==> config.mk <==
export PLATFORM = sky130hd
export DESIGN_NAME = micro_sequencer
export DESIGN_NICKNAME = d
export VERILOG_FILES = /design/src/rtl/ctrl_pkg.sv /design/src/rtl/instr_encoder.sv /design/src/rtl/micro_sequencer.sv
export SDC_FILE = /design/constraint.sdc
export NUM_CORES = 1
export LEC_CHECK = 0
export BUFFER_PORTS_ARGS = -buffer_cell sky130_fd_sc_hd__buf_2
export CAP_MARGIN = 0
export CORE_MARGIN = 1
export CORE_UTILIZATION = 25
export CTS_CLUSTER_DIAMETER = 30
export DETAILED_ROUTE_END_ITERATION = 8
export PLACE_DENSITY = 0.56
export SLEW_MARGIN = 20
export SYNTH_ARGS = -nofsm -noshare
export SYNTH_HDL_FRONTEND = slang
export SYNTH_SLANG_ARGS = --single-unit
==> constraint.sdc <==
create_clock -name clk -period 2.5 [get_ports clk]
set_input_delay 0.5 -clock clk [delete_from_list [all_inputs] [get_ports clk]]
set_output_delay 0.5 -clock clk [all_outputs]
set_load 0.03 [all_outputs]
==> src/rtl/ctrl_pkg.sv <==
// ---------------------------------------------------------------------------
// ctrl_pkg
//   Shared constants for the microprogrammed control unit: next-state mode
//   and condition-select encodings, opcode/funct values, the instruction ->
//   microstore entry-state tables, and the well-known microstore addresses
//   (FETCH_STATE, ABORT_STATE) that the microstore contents rely on.
// ---------------------------------------------------------------------------
package ctrl_pkg;

  localparam int CTRL_STATE_W = 7;

  // Well-known microstore addresses.
  localparam logic [CTRL_STATE_W-1:0] RESET_STATE = 7'd0;
  localparam logic [CTRL_STATE_W-1:0] FETCH_STATE = 7'd1;
  localparam logic [CTRL_STATE_W-1:0] ABORT_STATE = 7'd1;

  // Next-state mode field of the microinstruction.
  localparam logic [2:0] NS_DECODE  = 3'b000;
  localparam logic [2:0] NS_FETCH   = 3'b001;
  localparam logic [2:0] NS_INCR    = 3'b010;
  localparam logic [2:0] NS_JUMP    = 3'b011;
  localparam logic [2:0] NS_CBRANCH = 3'b100;
  localparam logic [2:0] NS_WAIT    = 3'b101;
  localparam logic [2:0] NS_HOLD    = 3'b110;
  localparam logic [2:0] NS_RESET   = 3'b111;

  // Condition source select.
  localparam logic [1:0] CS_MOC    = 2'b00;
  localparam logic [1:0] CS_BRCOND = 2'b01;
  localparam logic [1:0] CS_ZERO   = 2'b10;
  localparam logic [1:0] CS_ONE    = 2'b11;

  // Primary opcodes (ir[31:26]).
  localparam logic [5:0] OP_RTYPE = 6'h00;
  localparam logic [5:0] OP_J     = 6'h02;
  localparam logic [5:0] OP_BEQ   = 6'h04;
  localparam logic [5:0] OP_BNE   = 6'h05;
  localparam logic [5:0] OP_ADDIU = 6'h09;
  localparam logic [5:0] OP_ORI   = 6'h0D;
  localparam logic [5:0] OP_LUI   = 6'h0F;
  localparam logic [5:0] OP_LW    = 6'h23;
  localparam logic [5:0] OP_SW    = 6'h2B;

  // R-type function codes (ir[5:0]).
  localparam logic [5:0] FN_JR   = 6'h08;
  localparam logic [5:0] FN_ADDU = 6'h21;
  localparam logic [5:0] FN_SUBU = 6'h23;
  localparam logic [5:0] FN_AND  = 6'h24;
  localparam logic [5:0] FN_OR   = 6'h25;
  localparam logic [5:0] FN_SLT  = 6'h2A;

  // One row of a decode table: code to match and the microstore entry state.
  typedef struct packed {
    logic [5:0]              code;
    logic [CTRL_STATE_W-1:0] state;
  } dec_entry_t;

  localparam int N_OP_ENTRIES = 8;
  localparam int N_FN_ENTRIES = 6;

  // Non-R-type opcodes -> entry state. OP_RTYPE must not appear here.
  localparam dec_entry_t [N_OP_ENTRIES-1:0] OP_TABLE = {
    {OP_LW,    7'd7},
    {OP_ADDIU, 7'd8},
    {OP_ORI,   7'd9},
    {OP_LUI,   7'd10},
    {OP_J,     7'd11},
    {OP_BEQ,   7'd12},
    {OP_SW,    7'd13},
    {OP_BNE,   7'd14}
  };

  // R-type function codes -> entry state.
  localparam dec_entry_t [N_FN_ENTRIES-1:0] FN_TABLE = {
    {FN_ADDU, 7'd6},
    {FN_SUBU, 7'd18},
    {FN_AND,  7'd19},
    {FN_OR,   7'd20},
    {FN_SLT,  7'd21},
    {FN_JR,   7'd22}
  };

endpackage

==> src/rtl/instr_encoder.sv <==
// ---------------------------------------------------------------------------
// instr_encoder
//   Purely combinational map from the instruction register to the microstore
//   entry state for that instruction. Anything not in the decode tables
//   (unknown opcode, or R-type with unknown funct) maps to ABORT_STATE.
// Ports
//   ir           in   32       instruction register
//   entry_state  out  STATE_W  microstore entry address for the instruction
// ---------------------------------------------------------------------------
module instr_encoder
  import ctrl_pkg::*;
#(
  parameter int STATE_W     = 7,
  parameter int ABORT_STATE = 1
) (
  input  logic [31:0]        ir,
  output logic [STATE_W-1:0] entry_state
);

  logic [5:0] opcode;
  logic [5:0] funct;
  logic       unused_ir_bits;

  assign opcode         = ir[31:26];
  assign funct          = ir[5:0];
  // Register/immediate fields carry no sequencing information.
  assign unused_ir_bits = ^ir[25:6];

  logic [N_OP_ENTRIES-1:0] op_hit;
  logic [N_FN_ENTRIES-1:0] fn_hit;

  genvar gi;
  generate
    for (gi = 0; gi < N_OP_ENTRIES; gi++) begin : g_op_match
      assign op_hit[gi] = (opcode == OP_TABLE[gi].code);
    end
    for (gi = 0; gi < N_FN_ENTRIES; gi++) begin : g_fn_match
      assign fn_hit[gi] = (opcode == OP_RTYPE) && (funct == FN_TABLE[gi].code);
    end
  endgenerate

  // Table codes are unique, so at most one hit is active; the loop order
  // only matters for building a mux, not for priority.
  always_comb begin
    entry_state = STATE_W'(ABORT_STATE);
    for (int i = 0; i < N_OP_ENTRIES; i++) begin
      if (op_hit[i]) entry_state = STATE_W'(OP_TABLE[i].state);
    end
    for (int i = 0; i < N_FN_ENTRIES; i++) begin
      if (fn_hit[i]) entry_state = STATE_W'(FN_TABLE[i].state);
    end
  end

endmodule

==> src/rtl/micro_sequencer.sv <==
// ---------------------------------------------------------------------------
// micro_sequencer
//   Next-state engine of the microprogrammed control unit. Holds the state
//   register that addresses the microstore and computes the next state from
//   the microinstruction's sequencing fields, the instruction register and
//   the status inputs. A WAIT microinstruction that stalls too long is
//   aborted to ABORT_STATE with a one-cycle timeout pulse.
// Ports
//   clk            in   1        rising-edge clock
//   reset          in   1        synchronous active-high reset
//   ns_mode        in   3        next-state mode (NS_* in ctrl_pkg)
//   cr_addr        in   STATE_W  branch/jump target
//   cond_sel       in   2        condition source (CS_* in ctrl_pkg)
//   cond_inv       in   1        invert selected condition
//   moc            in   1        memory operation complete
//   br_cond        in   1        branch condition from datapath
//   ir             in   32       instruction register
//   current_state  out  STATE_W  registered state / microstore address
//   timeout        out  1        registered pulse on wait abort
// ---------------------------------------------------------------------------
module micro_sequencer
  import ctrl_pkg::*;
#(
  parameter int STATE_W     = 7,
  parameter int WAIT_LIMIT  = 15,
  parameter int ABORT_STATE = 1
) (
  input  logic               clk,
  input  logic               reset,
  input  logic [2:0]         ns_mode,
  input  logic [STATE_W-1:0] cr_addr,
  input  logic [1:0]         cond_sel,
  input  logic               cond_inv,
  input  logic               moc,
  input  logic               br_cond,
  input  logic [31:0]        ir,
  output logic [STATE_W-1:0] current_state,
  output logic               timeout
);

  localparam int WCNT_W = $clog2(WAIT_LIMIT + 1);

  logic [STATE_W-1:0] state_q, state_d;
  logic [WCNT_W-1:0]  wcnt_q, wcnt_d;
  logic               timeout_q, timeout_d;

  logic [STATE_W-1:0] entry_state;
  logic [STATE_W-1:0] state_inc;
  logic               cond_raw;
  logic               cond;

  instr_encoder #(
    .STATE_W     (STATE_W),
    .ABORT_STATE (ABORT_STATE)
  ) u_encoder (
    .ir          (ir),
    .entry_state (entry_state)
  );

  always_comb begin
    cond_raw = 1'b0;
    case (cond_sel)
      CS_MOC:    cond_raw = moc;
      CS_BRCOND: cond_raw = br_cond;
      CS_ZERO:   cond_raw = 1'b0;
      CS_ONE:    cond_raw = 1'b1;
      default:   cond_raw = 1'b0;
    endcase
  end

  assign cond      = cond_raw ^ cond_inv;
  // Natural STATE_W-bit wrap: the last microstore address increments to 0.
  assign state_inc = state_q + STATE_W'(1);

  always_comb begin
    state_d   = state_q;
    wcnt_d    = '0;      // counter only survives consecutive stalled WAITs
    timeout_d = 1'b0;
    case (ns_mode)
      NS_DECODE:  state_d = entry_state;
      NS_FETCH:   state_d = STATE_W'(FETCH_STATE);
      NS_INCR:    state_d = state_inc;
      NS_JUMP:    state_d = cr_addr;
      NS_CBRANCH: state_d = cond ? cr_addr : state_inc;
      NS_WAIT: begin
        if (cond) begin
          // Condition arriving on the limit cycle still advances normally.
          state_d = state_inc;
        end else if (wcnt_q == WCNT_W'(WAIT_LIMIT - 1)) begin
          state_d   = STATE_W'(ABORT_STATE);
          timeout_d = 1'b1;
        end else begin
          state_d = state_q;
          wcnt_d  = wcnt_q + WCNT_W'(1);
        end
      end
      NS_HOLD:    state_d = state_q;
      NS_RESET:   state_d = STATE_W'(RESET_STATE);
      default:    state_d = STATE_W'(RESET_STATE);
    endcase
  end

  always_ff @(posedge clk) begin
    if (reset) begin
      state_q   <= '0;
      wcnt_q    <= '0;
      timeout_q <= 1'b0;
    end else begin
      state_q   <= state_d;
      wcnt_q    <= wcnt_d;
      timeout_q <= timeout_d;
    end
  end

  assign current_state = state_q;
  assign timeout       = timeout_q;

endmodule

==> results of run 1 <==
final timing paths:
kind                       to  cells after the start  slack (ns)
max          current_state[3]                      8        0.38
min                 wcnt_q[0]                      1        0.46
max reg2reg  current_state[6]                      7        0.71
min reg2reg         wcnt_q[0]                      1        0.46
worst register-to-register path, delay by kind of cell (launching register included):
| family | cells | cell delay (ns) |
|---|---|---|
| AO/OA/AOI/OAI | 2 | 0.34 |
| AND/OR/NAND/NOR | 3 | 0.58 |
| multiplexers | 1 | 0.07 |
| adder cells (fa/ha/maj) | 1 | 0.23 |
| flip-flops | 1 | 0.46 |
routing by layer:
| layer | part of all wire, % | routed length (um) | global-route usage [%] |
|---|---|---|---|
| met1 | 48 | 1680 | 18.1 |
| met2 | 47 | 1670 | 24.3 |
| met3 | 4.5 | 159 | 3.43 |
| met4 | 0.34 | 12 | 3.21 |
| met5 | 0 | 0 | 0 |
placed cells by master (no fill, tap or decap), types with 7 or more instances in the layout:
| cell type | instances |
|---|---|
| a21oi_1 | 9 |
| a31oi_1 | 7 |
| buf_2 | 36 |
| buf_4 | 7 |
| dfxtp_1 | 12 |
| nand2_1 | 17 |
| nand3_1 | 9 |
| nor2_1 | 14 |
| nor2b_1 | 7 |
| o21ai_0 | 14 |
power by group:
part / total [mW] / internal [mW] / leakage (nW) / switching, mW
combinational: 0.210 / 0.0911 / 0.526 / 0.119
sequential: 0.213 / 0.201 / 0.0979 / 0.0125
clock: 0.210 / 0.139 / 0.0288 / 0.0705
total: 0.632 / 0.431 / 0.652 / 0.202
layout make-up:
type                       count  area (um^2)
fill                         570         3200
sequential                    12          240
timing repair buffer          43          233
inverter                       4         15.0
clock buffer                   4         55.1
multi-input combinational    155          990
tap                           67         83.8
state kept, by name, summed over array words and instances, names as in the netlist:
signal,flops
current_state,7
wcnt_q,4
timeout,1
logic make-up after synthesis:
logic type | after synthesis | synth area share [%]
muxes | 1 | 0.780
buffers and inverters | 12 | 4.19
xor gates and xnor gates | 8 | 6.53
AOI/OAI and AO/OA | 58 | 30.2
and+or+nand+nor | 85 | 36.6
DFF | 12 | 18.7
adders and majority gates | 3 | 2.92
stage by stage:
step	cell area, um^2	setup slack, ns	total power [mW]	util, %
after floorplan	1280	0.420	0.350	-
after global placement	1560	0.128	0.426	32.4
after detailed placement	1560	0.112	0.428	32.4
after CTS	1620	0.380	0.642	33.6
after global routing	1620	0.259	0.681	33.6
final	1620	0.384	0.632	33.6
==> results.rst, run 1 <==
.. list-table::
   :header-rows: 1

   * - Metric
     - Value
   * - Arrival time of data at the critical path endpoint
     - 2.28 ns
   * - Worst setup path startpoint
     - cond_sel[0]
   * - Sequential area share after synthesis
     - 18.7%
   * - Share of Yosys cell area claimed by the top area cell type
     - between 10% and 20%
   * - Run status
     - finished clean
   * - Time the worst path needs with I/O delays and setup
     - between 2 and 2.5 ns
   * - Number of buffers on the longest clock path
     - 2
   * - Number of input and output port buffers inserted
     - 36
   * - Warnings from Yosys
     - 0
   * - Detailed-route via count
     - 1,452
   * - Number of enable-type register cells in the synthesized netlist
     - 0
   * - Number of top-level design ports
     - 57
   * - Instance count of the mapped netlist
     - between 150 and 200
   * - CTS tree
     - yes
   * - Reg-to-reg startpoint
     - current_state[0]
   * - Total of flip-flops plus latches after synthesis
     - 12
   * - Count of unique library cells instantiated by Yosys
     - 51
   * - Number of clock sinks
     - 12
   * - Sequence of cells on the critical path
     - buf_2 > or3b_4 > and3_4 > or2_1 > buf_4 > nor3_1 > a31oi_1 > a31oi_1
   * - Area of the core
     - between 4000 and 5000 um^2
   * - Clock latency on the worst-skew pair
     - between 0.2 and 0.25 ns
   * - Vias per cell
     - 5.09
   * - CP dominant cell by count
     - a31oi_1
   * - Wirelength, routed
     - 3520 um
   * - Min-delay worst type
     - flop to flop
   * - First-pass iteration count of the detailed router
     - 4
   * - Cell with the largest stage delay on the worst path
     - or3b_4
   * - Maximum number of pins on one net before global-route repair
     - 11
   * - Most used standard cell by instance count after synthesis
     - nand2_1
   * - Clock skew after layout
     - 0.00130 ns
   * - Crit. End Element
     - flop
   * - DRC viols
     - 0
   * - Wire length of the first global-routing pass
     - 6000 um
   * - Buffer and inverter count on the worst path
     - 2
   * - Final cycle utilization of the critical path
     - 84.6%
   * - Worst hold margin
     - 0.460 ns
   * - Final number of hold-violating endpoints
     - 0
   * - Number of non-filler instances in the completed layout
     - roughly 290
   * - Grt ovf
     - 0
   * - Total Routing Usage GR
     - 14.3%
   * - Tightest slew margin relative to the limit
     - 55.2%
   * - Number of cells in the design after placement
     - 281
   * - Most area-consuming cells after synthesis
     - dfxtp_1 19%, o21ai_0 5.5%, nand2_1 5.0%, nor2_1 4.1%, xnor2_1 4.1%
   * - Final RePlAce weighted congestion
     - between 0.7 and 0.8
   * - Antenna violations before repair
     - 0
   * - Top achievable clock speed
     - 473 MHz
   * - Slew at the pin with the worst max-slew slack
     - 0.655 ns
   * - Flip-flop cell with the highest count after synthesis
     - dfxtp_1
   * - Synth area leader
     - dfxtp_1
   * - Net count of the mapped netlist
     - 231
   * - Max-cap check violation count
     - 0
   * - Post-Syn Area
     - ~1300 um^2
   * - Die Y
     - 73.7 um
   * - Total setup buffers inserted after CTS
     - 0
   * - Initial core utilization
     - 26.6%
   * - Routed length per placed instance
     - 12.4 um
   * - Setup TNS Final
     - 0 ns
   * - Kind of start point of the critical path
     - input pin
   * - Final net count
     - about 270
   * - Initial detailed-routing violation count
     - 48
   * - Number of buffers added to fix hold violations after cts
     - 0
   * - CTS clk-pin slew, worst paths
     - 0.05 ns
   * - Floorplan die area
     - 5430 um^2
   * - Category of the most critical setup path
     - input pin to flop
   * - Critical Path RT
     - 2.66 ns
   * - Final number of setup-violating endpoints
     - 0
   * - Maximum cell stage delay along the critical path
     - 0.39 ns
   * - Row cnt
     - 25
   * - Final number of max-transition violations
     - 0
   * - Hold Startpoint
     - wcnt_q[0]
   * - Post-Syn Area per Cell
     - ~7.2 um^2
   * - Die Width
     - 73.7 um
   * - CTS HTree Levels
     - 1
   * - Critical path peak fanout
     - 9
   * - Worst VDD drop
     - roughly 0.00019 V
   * - Via count of the first global-routing pass
     - 1,312
   * - Ratio of cells with drive above 1 in the final layout
     - 24.3%
   * - Inserted Diodes
     - 0
   * - Resized cells post-CTS
     - 0
   * - Half-perimeter wire length after detailed placement
     - 2880 um
   * - RSZ-0062 raised after global routing
     - false
   * - Cts bufs inserted
     - 3
   * - Gate family responsible for the most delay along the worst path
     - simple AND/OR/NAND/NOR gates
   * - Asr flop ratio synth
     - 0%
   * - Growth of design area from synthesis to finish
     - 25.9%
   * - Cell chosen for the clock root
     - clkbuf_8
   * - Cell types with the highest counts after synthesis
     - 17 x nand2_1, 14 x nor2_1, 14 x o21ai_0
   * - Power per Cell Area
     - 391 nW/um^2
   * - Leak Pwr
     - 0.652 nW
   * - Remaining antenna violation count
     - 0
Power figures use the tool's default switching activity.
==> run 2, diff against run 1 <==
- clock period: 2.5 -> 2.12 ns (I/O delays scaled with it)
==> results.rst, run 2 (synthesis results as in run 1) <==
.. list-table::
   :header-rows: 1

   * - Metric
     - Value
   * - Total Routing Usage GR
     - 13.7% (-0.59 points)
   * - Category of the most critical setup path
     - input pin to flop
   * - Via count of the first global-routing pass
     - 1,258 (-4.1%)
   * - Slew at the pin with the worst max-slew slack
     - 0.462 ns (-0.194 ns)
   * - Crit. End Element
     - flop
   * - Grt ovf
     - 0 (unchanged)
   * - Maximum cell stage delay along the critical path
     - 0.39 ns (about the same)
   * - Half-perimeter wire length after detailed placement
     - 2840 um (-1.4%)
   * - Standard cell area after detailed placement
     - 1590 um^2 (+1.8%)
   * - Critical Path RT
     - 2.23 ns (-0.43 ns)
   * - Arrival time of data at the critical path endpoint
     - 2.10 ns (-0.18 ns)
   * - Floorplan die area
     - 5430 um^2 (unchanged)
   * - Area of the core
     - 4820 um^2 (unchanged)
   * - Initial detailed-routing violation count
     - 156 (+230%)
   * - Final net count
     - 273 (+0.74%)
   * - CTS clk-pin slew, worst paths
     - 0.05 ns (about the same)
   * - Total setup buffers inserted after CTS
     - 0 (unchanged)
   * - Top achievable clock speed
     - ~500 MHz
   * - Commonest cells after routing, fill and taps aside
     - 36 x buf_2, 17 x nand2_1, 14 x o21ai_0, 14 x nor2_1, 12 x dfxtp_1
   * - Cell with the largest stage delay on the worst path
     - or3b_4
   * - Number of top-level design ports
     - 57 (unchanged)
   * - Reg-to-reg startpoint
     - current_state[1]
   * - CTS HTree Levels
     - 1 (unchanged)
   * - Most frequent standard cell in the layout excluding fill and tap cells
     - buf_2
   * - Final cycle utilization of the critical path
     - 94.1%
   * - DRC viols
     - 0 (unchanged)
   * - Run status
     - finished clean
   * - Growth of design area from synthesis to finish
     - 28.1%
   * - Initial core utilization
     - 26.6% (unchanged)
   * - Leak Pwr
     - 0.667 nW (+2.3%)
   * - Number of cells in the design after placement
     - 283 (+0.71%)
   * - Number of buffers added to fix hold violations after cts
     - 0 (unchanged)
   * - Number of buffers on the longest clock path
     - 2 (unchanged)
   * - Kind of start point of the critical path
     - input pin
   * - Resized cells post-CTS
     - 0 (unchanged)
   * - Die Y
     - 73.7 um (unchanged)
   * - Min-delay worst type
     - input pin to flop
   * - Worst VDD drop
     - 0.000196 V (+1.7%)
   * - Vias per cell
     - 5.08 (-0.35%)
   * - Ratio of cells with drive above 1 in the final layout
     - 25.0% (+0.69 points)
   * - Max reg flops
     - 7 (unchanged)
   * - Remaining antenna violation count
     - 0 (unchanged)
   * - Number of input and output port buffers inserted
     - 36 (unchanged)
   * - Cell chosen for the clock root
     - clkbuf_8
   * - Total power draw
     - 0.754 mW (+19%)
   * - Clock latency on the worst-skew pair
     - 0.24 ns (about the same)
   * - Capture endpoint of the worst hold path
     - current_state[6]
   * - Maximum number of pins on one net before global-route repair
     - 15 (+4)
   * - Number of non-filler instances in the completed layout
     - 287 (+0.70%)
   * - Hold Startpoint
     - reset
   * - Row cnt
     - 25 (unchanged)
   * - Antenna violations before repair
     - 0 (unchanged)
   * - Wirelength, routed
     - 3540 um (+0.37%)
   * - Detailed-route via count
     - 1,457 (+0.34%)
   * - Final number of setup-violating endpoints
     - 0 (unchanged)
   * - Post-Place Worst Slack
     - -0.130 ns (-0.242 ns)
   * - Worst hold margin
     - 0.401 ns (-0.0590 ns)
   * - First-pass iteration count of the detailed router
     - 4 (unchanged)
   * - Time the worst path needs with I/O delays and setup
     - 2.00 ns
   * - Crit Reg-Reg Endpoint
     - current_state[6]
   * - Tightest slew margin relative to the limit
     - 68.4% (+13 points)
   * - Worst Reg-to-Reg Cells
     - 7 (unchanged)
   * - Routed length per placed instance
     - 12.3 um (-0.33%)
   * - Final number of max-transition violations
     - 0 (unchanged)
   * - Worst Hold Path Cells
     - 2 (+1)
   * - Design Area, Final
     - 1640 um^2 (+1.7%)
   * - Setup WS post-layout
     - 0.125 ns (-0.260 ns)
   * - Die Width
     - 73.7 um (unchanged)
   * - RSZ-0062 raised after global routing
     - false
   * - Critical path peak fanout
     - 14 (+5)
   * - Max-cap check violation count
     - 0 (unchanged)
   * - Wire length of the first global-routing pass
     - 5770 um (-3.8%)
   * - Clock skew after layout
     - 0.00184 ns (+0.000536 ns)
   * - Number of clock sinks
     - 12 (unchanged)
   * - Final number of hold-violating endpoints
     - 0 (unchanged)
   * - Inserted Diodes
     - 0 (unchanged)
   * - Final RePlAce weighted congestion
     - 0.805 (+1.4%)
   * - Flop2flop setup slack
     - 0.42 ns (-0.29 ns)
   * - CTS tree
     - yes
   * - Power per Cell Area
     - 458 nW/um^2 (+17%)
   * - Cts bufs inserted
     - 3 (unchanged)
   * - Sequence of cells on the critical path
     - buf_2 > or3b_4 > and3_4 > or2_1 > buf_12 > o31a_1 > o21ai_0 > a41oi_1
## run 2: worst max-delay path by stage
stage	startpoint	end	slack (ns)
2_1_floorplan	cond_sel[0]	current_state[6]	0.12
3_3_place_gp	cond_sel[0]	current_state[4]	-0.1
3_5_place_dp	cond_sel[0]	current_state[1]	-0.13
4_1_cts	cond_sel[0]	current_state[1]	0.13
5_1_grt	cond_sel[0]	current_state[1]	0.06
6_report	cond_sel[0]	current_state[4]	0.12
## run 2: worst max-delay path: cells and delay by family
kind,cells,cell delay (ns)
simple gates,3,0.83
compound gates,3,0.58
buf+inv,2,0.26
## run 2: final cells by class
cell class | count | area [um^2]
fillers | 538 | 3170
inverters | 4 | 15.0
well taps | 67 | 83.8
repair buffers | 45 | 260
clock buffers | 4 | 55.1
multi-input cells | 155 | 990
flip-flops and latches | 12 | 240
## run 2: report_power, final
group          switching (mW)  internal [mW]
clock                  0.0817          0.164
sequential             0.0111          0.236
combinational           0.146          0.115
## run 2: routing by layer
layer,routed length (um),global-route usage (%)
met1,1700,19.0
met2,1610,21.0
met3,218,3.43
met4,13,3.21
met5,0,0
## run 2: metrics by stage
step,TNS (ns),utilization [%]
floorplan,0,-
global placement,-0.639,33.0
detailed placement,-0.795,33.0
CTS,0,34.1
global route,0,34.1
finish,0,34.1
==> run 3, diff against run 2 <==
- CAP_MARGIN: 0 -> 20
- CORE_UTILIZATION: 25 -> 47
- CTS_CLUSTER_DIAMETER: 30 -> 200
- PLACE_DENSITY: 0.56 -> 0.88
==> results.rst, run 3 (synthesis results as in run 1) <==
.. list-table::
   :header-rows: 1

   * - Metric
     - Value
   * - Run status
     - finished clean
   * - CTS tree
     - yes
   * - CTS clk-pin slew, worst paths
     - 0.08 ns (+0.03 ns)
   * - Top achievable clock speed
     - 503 MHz (+0.32%)
   * - Standard cell area after detailed placement
     - 1540 um^2 (-3.2%)
   * - Remaining antenna violation count
     - 0 (unchanged)
   * - Row cnt
     - 18 (-28%)
   * - Die Width
     - 54.3 um (-26%)
   * - Sequence of cells on the critical path
     - buf_2 > or3b_4 > and3_4 > or2_1 > o31a_1 > o21ai_0 > a41oi_1
   * - Crit Reg-Reg Endpoint
     - current_state[6]
   * - Capture endpoint of the worst hold path
     - current_state[6]
   * - Cell with the largest stage delay on the worst path
     - or3b_4
   * - Cts bufs inserted
     - 3 (unchanged)
   * - Final number of setup-violating endpoints
     - 0 (unchanged)
   * - Commonest cells after routing, fill and taps aside
     - 36 x buf_2, 17 x nand2_1, 14 x o21ai_0, 14 x nor2_1, 12 x dfxtp_1
   * - Arrival time of data at the critical path endpoint
     - 2.14 ns (+0.04 ns)
   * - Via count of the first global-routing pass
     - 1,213 (-3.6%)
   * - Maximum cell stage delay along the critical path
     - 0.40 ns (about the same)
   * - Final RePlAce weighted congestion
     - 0.917 (+14%)
   * - Max-cap check violation count
     - 0 (unchanged)
   * - Half-perimeter wire length after detailed placement
     - 2620 um (-7.7%)
   * - Cell chosen for the clock root
     - clkbuf_4
   * - Design Area, Final
     - 1570 um^2 (-4.3%)
   * - Maximum number of pins on one net before global-route repair
     - 12 (-3)
   * - Post-Place Worst Slack
     - -0.137 ns (-0.00645 ns)
   * - Leak Pwr
     - 0.660 nW (-1.1%)
   * - Power per Cell Area
     - 436 nW/um^2 (-4.9%)
   * - Slew at the pin with the worst max-slew slack
     - 0.466 ns (+0.00451 ns)
   * - Category of the most critical setup path
     - input pin to flop
   * - Grt ovf
     - 0 (unchanged)
   * - Number of input and output port buffers inserted
     - 36 (unchanged)
   * - Clock latency on the worst-skew pair
     - 0.27 ns (+0.03 ns)
   * - Wirelength, routed
     - 3250 um (-8.0%)
   * - Antenna violations before repair
     - 0 (unchanged)
   * - Initial core utilization
     - 50.9% (+24 points)
   * - Flop2flop setup slack
     - 0.42 ns (about the same)
   * - Critical path peak fanout
     - 11 (-3)
   * - Detailed-route via count
     - 1,493 (+2.5%)
   * - RSZ-0062 raised after global routing
     - false
   * - Growth of design area from synthesis to finish
     - 22.6%
   * - Total setup buffers inserted after CTS
     - 0 (unchanged)
   * - Reg-to-reg startpoint
     - current_state[1]
   * - Hold Startpoint
     - reset
   * - Final number of hold-violating endpoints
     - 0 (unchanged)
   * - Tightest slew margin relative to the limit
     - 68.8% (+0.43 points)
   * - Worst Hold Path Cells
     - 2 (unchanged)
   * - CTS HTree Levels
     - 1 (unchanged)
   * - Crit. End Element
     - flop
   * - Total power draw
     - 0.686 mW (-8.9%)
   * - Die Y
     - 54.3 um (-26%)
   * - Final cycle utilization of the critical path
     - 93.8% (-0.30 points)
   * - Number of top-level design ports
     - 57 (unchanged)
   * - Max reg flops
     - 7 (unchanged)
   * - Floorplan die area
     - 2940 um^2 (-46%)
   * - Worst VDD drop
     - 0.000437 V (+120%)
   * - Area of the core
     - 2520 um^2 (-48%)
   * - Setup WS post-layout
     - 0.131 ns (+0.00631 ns)
   * - Routed length per placed instance
     - 13.0 um (+5.2%)
   * - Final net count
     - 274 (+0.37%)
   * - Final number of max-transition violations
     - 0 (unchanged)
   * - Number of buffers on the longest clock path
     - 2 (unchanged)
   * - Total Routing Usage GR
     - 23.4% (+9.8 points)
   * - First-pass iteration count of the detailed router
     - 4 (unchanged)
   * - Most frequent standard cell in the layout excluding fill and tap cells
     - buf_2
   * - Worst setup path startpoint
     - cond_sel[0]
   * - Final cell utilization of the core
     - 62.4% (+28 points)
   * - DRC viols
     - 0 (unchanged)
   * - Clock skew after layout
     - 0.00412 ns (+0.00229 ns)
   * - Kind of start point of the critical path
     - input pin
   * - Min-delay worst type
     - input pin to flop
   * - Initial detailed-routing violation count
     - 36 (-77%)
   * - Wire length of the first global-routing pass
     - 5130 um (-11%)
   * - Vias per cell
     - 5.95 (+17%)
   * - Inserted Diodes
     - 0 (unchanged)
   * - Resized cells post-CTS
     - 0 (unchanged)
   * - Number of buffers added to fix hold violations after cts
     - 0 (unchanged)
   * - Critical Path RT
     - 2.27 ns (+0.04 ns)
   * - Number of clock sinks
     - 12 (unchanged)
   * - Worst Reg-to-Reg Cells
     - 7 (unchanged)
   * - Ratio of cells with drive above 1 in the final layout
     - 25.3% (+0.34 points)
   * - Time the worst path needs with I/O delays and setup
     - 1.99 ns (-0.00631 ns)
## run 3: cell count changes in the layout (fill, tap and decap cells not counted), sizes merged
cell	change
buf	+1
## run 3: worst max-delay path by stage
stage                             to  depth (start not counted)
floorplan           current_state[6]                          8
global placement    current_state[4]                          7
detailed placement         wcnt_q[3]                          6
CTS                        wcnt_q[3]                          6
global route        current_state[1]                          7
finish              current_state[4]                          7
## run 3: layer usage
layer  up-vias  part of all wire [%]  global-route usage, %  wire (um)
li1        760                     -                      -          -
met1       670                    48                   32.9       1560
met2        57                    45                   37.2       1470
met3         6                   5.3                   1.39        171
met4         0                   1.6                   8.55         53
met5         -                     0                      0          0
## run 3: per-stage QoR
stage                     hold slack (ns)  std cells  setup TNS [ns]
after floorplan                     0.430        179               0
after global placement              0.448        247          -0.820
after detailed placement            0.453        247           -1.16
after CTS                           0.362        251               0
after global routing                0.374        251               0
final                               0.363        251               0
## run 3: where the power goes
group,switching [mW],total (mW),leakage [nW],internal (mW)
Sequential,0.0119,0.248,0.0979,0.236
Combinational,0.143,0.254,0.541,0.112
Clock,0.0801,0.184,0.0210,0.104
## run 3: area by class of cell
| type | count | area [um^2] |
|---|---|---|
| clock buffer | 4 | 36.3 |
| fill | 232 | 948 |
| inverter | 4 | 15.0 |
| multi-input combinational | 155 | 990 |
| sequential | 12 | 240 |
| tap | 30 | 37.5 |
| timing repair buffer | 46 | 255 |
## run 3: worst max-delay path, delay by kind of cell
family,cells,cell delay (ns)
AOI/OAI and AO/OA,3,0.64
and+or+nand+nor,3,0.97
buffers and inverters,1,0.10
